### src/rtl/camera_tracker.sv
// Camera controller: turns player_y into a displayed level index and plays a
// one-level scroll animation, moving the outputs only on frame_tick.
module camera_tracker #(
    parameter int PHY_WIDTH    = 16,
    parameter int CAMERA_WIDTH = 6,
    parameter int MAP_HEIGHT   = 470,
    parameter int SCROLL_STEP  = 10
) (
    input  logic                    clk,
    input  logic                    rst_n,
    input  logic                    frame_tick,
    input  logic [PHY_WIDTH-1:0]    player_y,
    output logic [CAMERA_WIDTH-1:0] camera_y,
    output logic [PHY_WIDTH-1:0]    camera_offset,
    output logic                    scrolling
);

    localparam logic [CAMERA_WIDTH-1:0] MAX_LEVEL  = '1;
    localparam logic [CAMERA_WIDTH-1:0] ONE_LEVEL  = CAMERA_WIDTH'(1);
    localparam logic [PHY_WIDTH-1:0]    HEIGHT     = PHY_WIDTH'(MAP_HEIGHT);
    localparam logic [PHY_WIDTH-1:0]    STEP       = PHY_WIDTH'(SCROLL_STEP);
    localparam logic [PHY_WIDTH-1:0]    TOP_OFFSET = PHY_WIDTH'(MAP_HEIGHT - SCROLL_STEP);

    typedef enum logic [2:0] {
        IDLE,
        DIV,
        DECIDE,
        SCROLL_UP,
        SCROLL_DOWN
    } state_t;

    state_t                  state, state_nxt;
    logic [PHY_WIDTH-1:0]    rem, rem_nxt;
    logic [CAMERA_WIDTH-1:0] q, q_nxt;
    logic                    first, first_nxt;
    logic [CAMERA_WIDTH-1:0] camera_y_nxt;
    logic [PHY_WIDTH-1:0]    camera_offset_nxt;
    logic                    scrolling_nxt;
    logic [PHY_WIDTH:0]      offset_up;

    // One extra bit so offset + step can never wrap.
    assign offset_up = {1'b0, camera_offset} + {1'b0, STEP};

    always_comb begin
        state_nxt         = state;
        rem_nxt           = rem;
        q_nxt             = q;
        first_nxt         = first;
        camera_y_nxt      = camera_y;
        camera_offset_nxt = camera_offset;
        scrolling_nxt     = scrolling;

        case (state)
            IDLE: begin
                if (frame_tick) begin
                    rem_nxt   = player_y;
                    q_nxt     = '0;
                    state_nxt = DIV;
                end
            end
            DIV: begin
                if (rem >= HEIGHT && q != MAX_LEVEL) begin
                    rem_nxt = rem - HEIGHT;
                    q_nxt   = q + ONE_LEVEL;
                end else begin
                    state_nxt = DECIDE;
                end
            end
            DECIDE: begin
                if (q > camera_y) begin
                    state_nxt     = SCROLL_UP;
                    scrolling_nxt = 1'b1;
                end else if (q < camera_y) begin
                    state_nxt     = SCROLL_DOWN;
                    scrolling_nxt = 1'b1;
                    first_nxt     = 1'b1;
                end else begin
                    state_nxt = IDLE;
                end
            end
            SCROLL_UP: begin
                if (frame_tick) begin
                    if (offset_up >= {1'b0, HEIGHT}) begin
                        camera_y_nxt      = camera_y + ONE_LEVEL;
                        camera_offset_nxt = '0;
                        scrolling_nxt     = 1'b0;
                        state_nxt         = IDLE;
                    end else begin
                        camera_offset_nxt = offset_up[PHY_WIDTH-1:0];
                    end
                end
            end
            SCROLL_DOWN: begin
                // Offset is 0 on entry, so the flag marks the level-drop tick.
                if (frame_tick) begin
                    if (first) begin
                        camera_y_nxt      = camera_y - ONE_LEVEL;
                        camera_offset_nxt = TOP_OFFSET;
                        first_nxt         = 1'b0;
                    end else if (camera_offset <= STEP) begin
                        camera_offset_nxt = '0;
                        scrolling_nxt     = 1'b0;
                        state_nxt         = IDLE;
                    end else begin
                        camera_offset_nxt = camera_offset - STEP;
                    end
                end
            end
            default: state_nxt = IDLE;
        endcase
    end

    always_ff @(posedge clk) begin
        if (!rst_n) begin
            state         <= IDLE;
            rem           <= '0;
            q             <= '0;
            first         <= 1'b0;
            camera_y      <= '0;
            camera_offset <= '0;
            scrolling     <= 1'b0;
        end else begin
            state         <= state_nxt;
            rem           <= rem_nxt;
            q             <= q_nxt;
            first         <= first_nxt;
            camera_y      <= camera_y_nxt;
            camera_offset <= camera_offset_nxt;
            scrolling     <= scrolling_nxt;
        end
    end

endmodule

### config.mk
export PLATFORM = sky130hd
export DESIGN_NAME = camera_tracker
export DESIGN_NICKNAME = d
export VERILOG_FILES = /design/src/rtl/camera_tracker.sv
export SDC_FILE = /design/constraint.sdc
export NUM_CORES = 1
export LEC_CHECK = 0
export ABC_CLOCK_PERIOD_IN_PS = 4100
export CORE_MARGIN = 8
export CORE_UTILIZATION = 45
export CTS_CLUSTER_SIZE = 16
export DETAILED_ROUTE_END_ITERATION = 7
export HOLD_SLACK_MARGIN = 0.03
export PLACE_DENSITY = 0.68
export SLEW_MARGIN = 15
export SYNTH_ARGS = -nofsm -noshare
export SYNTH_HDL_FRONTEND = slang
export SYNTH_SLANG_ARGS = --single-unit
### constraint.sdc
create_clock -name clk -period 4.1 [get_ports clk]
set_input_delay 1.23 -clock clk [delete_from_list [all_inputs] [get_ports clk]]
set_output_delay 1.23 -clock clk [all_outputs]
set_load 0.02 [all_outputs]
* After elaboration in Yosys (flattened, before gate mapping) *
Cells that the tools add are included.

storage, ports and cells
  register bits = 49
  input port bits = 19
  output and inout bits = 23
  logic and storage cells = 85

operators by class
  $add $sub $neg = 6
  magnitude comparators = 5
  equality and inequality tests = 17
  mux-type cells = 38
  reductions and logical operators = 12

operator list
  kind                                                                 number
  2-to-1 mux 16 bit                                                    7
  one-hot mux 16 bit (2 select lines)                                  2
  2-to-1 mux 6 bit                                                     6
  2-to-1 mux 3 bit                                                     9
  one-hot mux 6 bit (2 select lines)                                   2
  inequality test 2 bit (second input constant)                        11
  adder 16 x 4 -> 17 bit (second input constant)                       1
  greater-or-equal comparator 17 x 9 -> 1 bit (second input constant)  1
  greater-or-equal comparator 16 x 9 -> 1 bit (second input constant)  1
  less-or-equal comparator 16 x 4 -> 1 bit (second input constant)     1
  subtractor 16 x 4 -> 16 bit (second input constant)                  1
  subtractor 16 x 9 -> 16 bit (second input constant)                  1
  one-hot mux 3 bit (5 select lines)                                   1
  AND reduction 7 bit                                                  2
  adder 6 x 1 -> 6 bit (second input constant)                         2
  2-to-1 mux 1 bit                                                     9
  equality test 3 x 2 -> 1 bit (second input constant)                 2
  greater-than comparator 6 bit                                        1
  less-than comparator 6 bit                                           1
  inequality test 6 bit (second input constant)                        1
  AND reduction 3 bit                                                  2
  nonzero test 2 bit                                                   3
  subtractor 6 x 1 -> 6 bit (second input constant)                    1
  AND reduction 5 bit                                                  1
  other kinds (9)                                                      9

* Depth between registers and ports, before layout *
Gate-level depths: netlist of run 1.

  depth after elaboration = 5
  depth in mapped cells = 10
  mapped depth without buffers = 9

* Worst setup path after synthesis of run 1 *
OpenSTA, ideal clock, no wires.

  path kind = flip-flop to flip-flop
  start point = register camera_offset[1]
  end point = register camera_offset[2]
  setup time = 86 ps
  arrival = 2534 ps
  data required time = 4014 ps
  path slack = 1480 ps
  stages on the path, launching flop included = 10
  buffers on the path = 0
  clock period less this slack = 2620 ps
  path through = dfxtp_1 > inv_1 > ha_1 > or4_1 > a21oi_1 > o22a_1 > o41ai_2 > nor3_2 > a21oi_1 > a211oi_1

between the ends
  longest elaborated chain between the ends = 5
  elaborated cells between the ends (all ways) = 10
  classes of those cells = add/sub: 2; order compare: 2; mux: 6

RTL lines
  item                                                                              RTL line  text
  start, declared                                                                   14        output logic [PHY_WIDTH-1:0] camera_offset,
  start signal, assigned                                                            128       camera_offset <= camera_offset_nxt;
  adder 16 x 4 -> 17 bit, or another cell as far along                              42        assign offset_up = {1'b0, camera_offset} + {1'b0, STEP};
  greater-or-equal comparator 17 x 9 -> 1 bit or 2-to-1 mux 16 bit (tied branches)  83, 100
  2-to-1 mux 16 bit, on equally long branches                                       83, 96
  2-to-1 mux 16 bit, on equally long branches                                       82, 95
  one-hot mux 16 bit (2 select lines) *                                             53        case (state)

Mark *: on every way between the ends. The rest lies on a longest branch, timed or not. The select of a mux whose other input is x is not followed.
A chain may end at the register's enable or synchronous reset.

* Final worst setup path of run 1 *
Same ends and word-level chain as after synthesis.

==> flow_metrics.env, run 1 <==
export IMPL_cap_viol_max_count=0
export IMPL_async_reset_ff_frac=0
export IMPL_netlist_area_leader_share=0.281
export IMPL_core_mm2=0.00721
export IMPL_yosys_register_bits=47
export IMPL_finalSetupViolations=0
export IMPL_clkTransAtPathRegs_ps=90
export IMPL_ys_flop_type="dfxtp_1"
export IMPL_syn_num_nets=485
export IMPL_synth_top_area_cell="dfxtp_1"
export IMPL_syn_inst=449
export IMPL_antenna_found_initial=0
export IMPL_ff2ff_setup_slack_ps=1110
export IMPL_via_count=3262
export IMPL_via_per_inst=5.69
export IMPL_routed_wirelength_um=8260
export IMPL_seqCellArea_um2=941
export IMPL_syn_avg_cell_area_um2=7.45
export IMPL_r2r_start="camera_offset[1]$_SDFFE_PN0P_"
export IMPL_cts_resized=0
export IMPL_cts_buffers=5
export IMPL_fin_cells=573
export IMPL_die_w_um=102
export IMPL_hpwl_um=5900
export IMPL_dieArea_mm2=0.0105
export IMPL_cp_slowest_cell="nor3_2"
export IMPL_layout_drive_gt1_share=0.0654
export IMPL_whs_endpoint="camera_y[5]$_SDFFE_PN0P_"
export IMPL_hold_violations=0
export IMPL_dr_pass1_iters=4
export IMPL_slew_headroom=0.339
export IMPL_p_leak_nw=1.43
export IMPL_synth_area_top_cells="dfxtp_1 28%, nand2_1 6.8%, o21ai_0 6.4%"
export IMPL_io_pin_count=42
export IMPL_ys_types=65
export IMPL_clock_path_buffers=2
export IMPL_crit_type="register to register"
export IMPL_path_max_fanout=10
export IMPL_slew_violations=0
export IMPL_cts_setup_buffers=0
export IMPL_h_tree_depth=2
export IMPL_path_cells="inv_1, ha_1, or4_1, a21oi_1, o22a_1, o41ai_2, nor3_2, a21oi_1, a211oi_1"
export IMPL_cts_hold_buf=0
export IMPL_synth_cell_area_mm2=0.00335
export IMPL_final_util=0.538
export IMPL_routedWlPerCell_um=14.4
export IMPL_skew_ps=7.75
export IMPL_grt_setup_unrepaired="no"
export IMPL_required_ps=4310
export IMPL_finalCriticalPeriod_ps=2990
export IMPL_grtUsageTotal=0.159
export IMPL_worst_setup_path_start_kind="register"
export IMPL_fin_crit_sh=0.729
export IMPL_worst_pin_slew_ps=989
export IMPL_root_buffer="clkbuf_8"
export IMPL_synth_edf_count=0
export IMPL_ys_seq_area_frac=0.281
export IMPL_cp_end_kind="register"
export IMPL_multi_input_area_mm2=0.00222
export IMPL_drc=0
export IMPL_diodes=0
export IMPL_ir_drop_v=0.000275
export IMPL_drtIter0Drc=161
export IMPL_syn2layout_area_growth_pct=16.0
export IMPL_power_mw=1.59
export IMPL_final_setup_tns_ps=0
export IMPL_insertion_delay_ps=300
export IMPL_crit_path_frequent_cell="a21oi_1"
export IMPL_arrival_ps=3200
export IMPL_cts_tree="built"
export IMPL_power_density_mw_per_mm2=409
export IMPL_max_freq_ghz=0.335
export IMPL_rows=31
export IMPL_routabilityCongestion=0.853
export IMPL_grt_ovfl_total=0
export IMPL_yosys_warnings=0
export IMPL_min_from="camera_y[5]$_SDFFE_PN0P_"
export IMPL_reg2reg_to="camera_offset[2]$_SDFFE_PN0P_"
export IMPL_nFillCells=721
export IMPL_final_nets=509
export IMPL_dp_cells=565
export IMPL_ant_nets=0
export IMPL_hold_path_class="register to register"
export IMPL_slowest_delay_ps=650
export IMPL_critPathTopFamily="simple AND/OR/NAND/NOR gates"
export IMPL_critPathBufInv=1
export IMPL_start_util=0.464
export IMPL_port_buffers=39
export IMPL_clock_sinks=47
export IMPL_grt_pass1_vias=2941
export IMPL_status="complete, no violations"
export IMPL_die_h_um=102
export IMPL_worstRegToRegCells=9
export IMPL_worstHoldPathCells=2
export IMPL_grt_max_degree=32
export IMPL_grt_pass1_wl_um=13700
-- flip-flops by register name, summed over array words and instances (netlist names) --
| name | count |
|---|---|
| scrolling | 1 |
| rem | 15 |
| q | 6 |
| camera_y | 6 |
| state | 3 |
| camera_offset | 15 |
| first | 1 |
-- cell usage after synthesis, types with 9 or more instances --
cell type	n
clkbuf_1	15
a21oi_1	32
o21ai_0	43
inv_1	18
xnor2_1	9
nand3_1	11
dfxtp_1	47
nor2_1	41
buf_2	9
ha_1	16
nor3_1	17
a22oi_1	9
nand2_1	61
-- power by group --
part           total, mW  internal (mW)  switching (mW)
Clock              0.311          0.154           0.157
Combinational      0.645          0.280           0.365
Sequential         0.631          0.534          0.0970
-- tightest hold or removal path, stage by stage (launching register included) --
cell and delay (ps):
dfxtp_1 340, nand2_1 60, mux2i_1 50
-- logic make-up after synthesis --
group / share of synthesized area
buffers and inverters: 0.0553
xor gates and xnor gates: 0.0445
DFF: 0.281
muxes: 0.0239
and+or+nand+nor: 0.275
adders and majority gates: 0.0658
AOI/OAI and AO/OA: 0.253
other: 0.00112
-- cell type report --
class	instances	share of cell area
Multi-Input combinational cell	357	0.572
Sequential cell	47	0.243
Timing Repair Buffer	44	0.110
Tap cell	99	0.0319
Inverter	18	0.0174
Clock buffer	8	0.0258
-- per-layer routing --
metal  global-route usage  vias to the layer above  part of all wire
met5                    0                        -                 0
li1                     -                     1654                 -
met3               0.0252                        8             0.041
met2                0.274                       63              0.49
met4               0.0463                        0             0.013
met1                0.198                     1537              0.46
-- stage by stage --
stage / instance area (um2) / setup slack [ps] / hold slack (ps)
after detailed placement: 3780 / 1160 / 477
after global placement: 3780 / 1190 / 473
after global routing: 3880 / 951 / 508
after CTS: 3880 / 1130 / 495
final: 3880 / 1110 / 494
after floorplan: 3350 / 1480 / 461
-- worst max path at each step --
stage | startpoint | to | cells past startpoint
6_report | camera_offset[1]$_SDFFE_PN0P_ | camera_offset[2]$_SDFFE_PN0P_ | 9
5_1_grt | camera_offset[1]$_SDFFE_PN0P_ | camera_offset[2]$_SDFFE_PN0P_ | 9
4_1_cts | camera_offset[1]$_SDFFE_PN0P_ | camera_offset[2]$_SDFFE_PN0P_ | 9
3_5_place_dp | camera_offset[1]$_SDFFE_PN0P_ | camera_offset[2]$_SDFFE_PN0P_ | 9
3_3_place_gp | frame_tick | camera_offset[13]$_SDFFE_PN0P_ | 6
2_1_floorplan | camera_offset[1]$_SDFFE_PN0P_ | camera_offset[2]$_SDFFE_PN0P_ | 9
-- cells in the final DEF, fill, tap and decap left out, types with 6 or more instances in the layout --
| master | instances |
|---|---|
| xnor2_1 | 9 |
| nor2_1 | 41 |
| inv_1 | 18 |
| nand3_1 | 11 |
| nor4_1 | 6 |
| clkdlybuf4s50_1 | 39 |
| clkbuf_8 | 7 |
| o21ai_0 | 42 |
| a21oi_1 | 32 |
| a22oi_1 | 9 |
| xor2_1 | 8 |
| nand2_1 | 61 |
| a211oi_1 | 7 |
| nand2b_1 | 8 |
| ha_1 | 16 |
| nor3_1 | 17 |
| dfxtp_1 | 47 |
| mux2i_1 | 8 |
No activity file was read; power rests on OpenSTA's default activity.
==> run 2, diff against run 1 <==
--- a/config.mk
+++ b/config.mk
@@ -5,7 +5,7 @@
 export SDC_FILE = /design/constraint.sdc
 export NUM_CORES = 1
 export LEC_CHECK = 0
-export ABC_CLOCK_PERIOD_IN_PS = 4100
+export ABC_CLOCK_PERIOD_IN_PS = 3060
 export CORE_MARGIN = 8
 export CORE_UTILIZATION = 45
 export CTS_CLUSTER_SIZE = 16
==> constraint.sdc (replaced) <==
create_clock -name clk -period 3.06 [get_ports clk]
set_input_delay 0.918 -clock clk [delete_from_list [all_inputs] [get_ports clk]]
set_output_delay 0.918 -clock clk [all_outputs]
set_load 0.02 [all_outputs]
==> run 2 against run 1 <==
- sequential cell count did not move
- clock-buffer cell count fell by 2
- power rose by 38%
- sequential share of layout area fell by 0.48 points
- non-clock buffer count rose by 8
- clock skew rose by 1.5 ps
==> flow_metrics.env, run 2 (synthesis results as in run 1) <==
export IMPL_grt_pass1_vias=3055
export IMPL_clkTransAtPathRegs_ps=90
export IMPL_layout_drive_gt1_share=0.0830
export IMPL_grtUsageTotal=0.162
export IMPL_finalSetupViolations=0
export IMPL_dieArea_mm2=0.0105
export IMPL_required_ps=3300
export IMPL_root_buffer="clkbuf_8"
export IMPL_hpwl_um=6030
export IMPL_cap_viol_max_count=0
export IMPL_routabilityCongestion=0.846
export IMPL_hold_violations=0
export IMPL_via_count=3266
export IMPL_clock_path_buffers=2
export IMPL_final_setup_tns_ps=0
export IMPL_port_buffers=39
export IMPL_grt_setup_unrepaired="no"
export IMPL_rows=31
export IMPL_grt_pass1_wl_um=14000
export IMPL_power_mw=2.19
export IMPL_cts_resized=0
export IMPL_max_freq_ghz=0.378
export IMPL_drc=0
export IMPL_fin_crit_sh=0.866
export IMPL_slew_violations=0
export IMPL_dr_pass1_iters=5
export IMPL_min_from="camera_y[5]$_SDFFE_PN0P_"
export IMPL_insertion_delay_ps=300
export IMPL_reg_top3="camera_offset: 15 flops, rem: 15 flops"
export IMPL_grt_max_degree=32
export IMPL_syn2layout_area_growth_pct=18.3
export IMPL_core_mm2=0.00721
export IMPL_cp_end_kind="register"
export IMPL_cts_hold_buf=0
export IMPL_slew_headroom=0.591
export IMPL_io_pin_count=42
export IMPL_most_common_layout_cells="61 x nand2_1, 47 x dfxtp_1, 42 x o21ai_0"
export IMPL_cts_buffers=5
export IMPL_die_w_um=102
export IMPL_final_util=0.549
export IMPL_diodes=0
export IMPL_path_max_fanout=13
export IMPL_r2r_start="camera_offset[5]$_SDFFE_PN0P_"
export IMPL_skew_ps=9.27
export IMPL_p_leak_nw=1.48
export IMPL_routed_wirelength_um=8200
export IMPL_routedWlPerCell_um=14.1
export IMPL_worst_setup_path_start_kind="register"
export IMPL_crit_start="camera_offset[5]$_SDFFE_PN0P_"
export IMPL_final_nets=517
export IMPL_hold_path_class="register to register"
export IMPL_ant_nets=0
export IMPL_die_h_um=102
export IMPL_arrival_ps=2890
export IMPL_power_density_mw_per_mm2=554
export IMPL_h_tree_depth=2
export IMPL_start_util=0.464
export IMPL_grt_ovfl_total=0
export IMPL_cts_tree="built"
export IMPL_antenna_found_initial=0
export IMPL_ir_drop_v=0.000424
export IMPL_worst_pin_slew_ps=610
export IMPL_status="complete, no violations"
export IMPL_finalCriticalPeriod_ps=2650
export IMPL_cts_setup_buffers=0
export IMPL_hold_ws_ps=487
export IMPL_clock_sinks=47
export IMPL_crit_type="register to register"
export IMPL_layout_commonest_cell="nand2_1"
export IMPL_drtIter0Drc=150
export IMPL_via_per_inst=5.62
## run 2: cell types whose count changed in the layout (fill, tap and decap cells not counted), sizes merged
cell,change
buf,+8
clkbuf,-2
bufinv,+1
clkinv,+1
## run 2: through the flow
stage               cells  cell area (um2)  setup slack (ps)
floorplan             449             3350               440
global placement      573             3840               460
detailed placement    573             3840               435
CTS                   581             3960               397
global route          581             3960               161
finish                581             3960               411
## run 2: metal layers
metal  share of wire  wire [um]  up-vias  track usage
li1                -          -     1673            -
met5               0          0        -            0
met1            0.46       3760     1532        0.202
met4           0.013        106        0       0.0463
met2            0.49       4060       53        0.283
met3           0.033        270        8       0.0232
## run 2: final cells by class
cell class | instances | area (um2)
multi-input cells | 357 | 2220
flip-flops and latches | 47 | 941
fillers | 735 | 3260
clock inverters | 2 | 35.0
well taps | 99 | 124
clock buffers | 6 | 82.6
repair buffers | 52 | 488
inverters | 18 | 67.6
## run 2: report_power, final
part           internal, mW  leakage, nW  switching, mW
Sequential            0.716        0.382          0.126
Combinational         0.384         1.04          0.488
Clock                 0.265       0.0612          0.214
Total                  1.36         1.48          0.829
## run 2: worst paths after layout
path                                                 endpoint  slack (ps)  cells past startpoint
worst max-delay path            camera_offset[4]$_SDFFE_PN0P_         410                      8
worst min-delay path                 camera_y[5]$_SDFFE_PN0P_         490                      2
worst max register to register  camera_offset[4]$_SDFFE_PN0P_         410                      8
worst min register to register       camera_y[5]$_SDFFE_PN0P_         490                      2
## run 2: worst max-delay path: stages (launching register included)
cell and delay [ps]:
dfxtp_1 610, nand4_1 270, nor3_1 280, mux2i_1 300, o41ai_2 150, nor3_2 520, buf_4 240, nand2b_1 60
a31oi_1 150
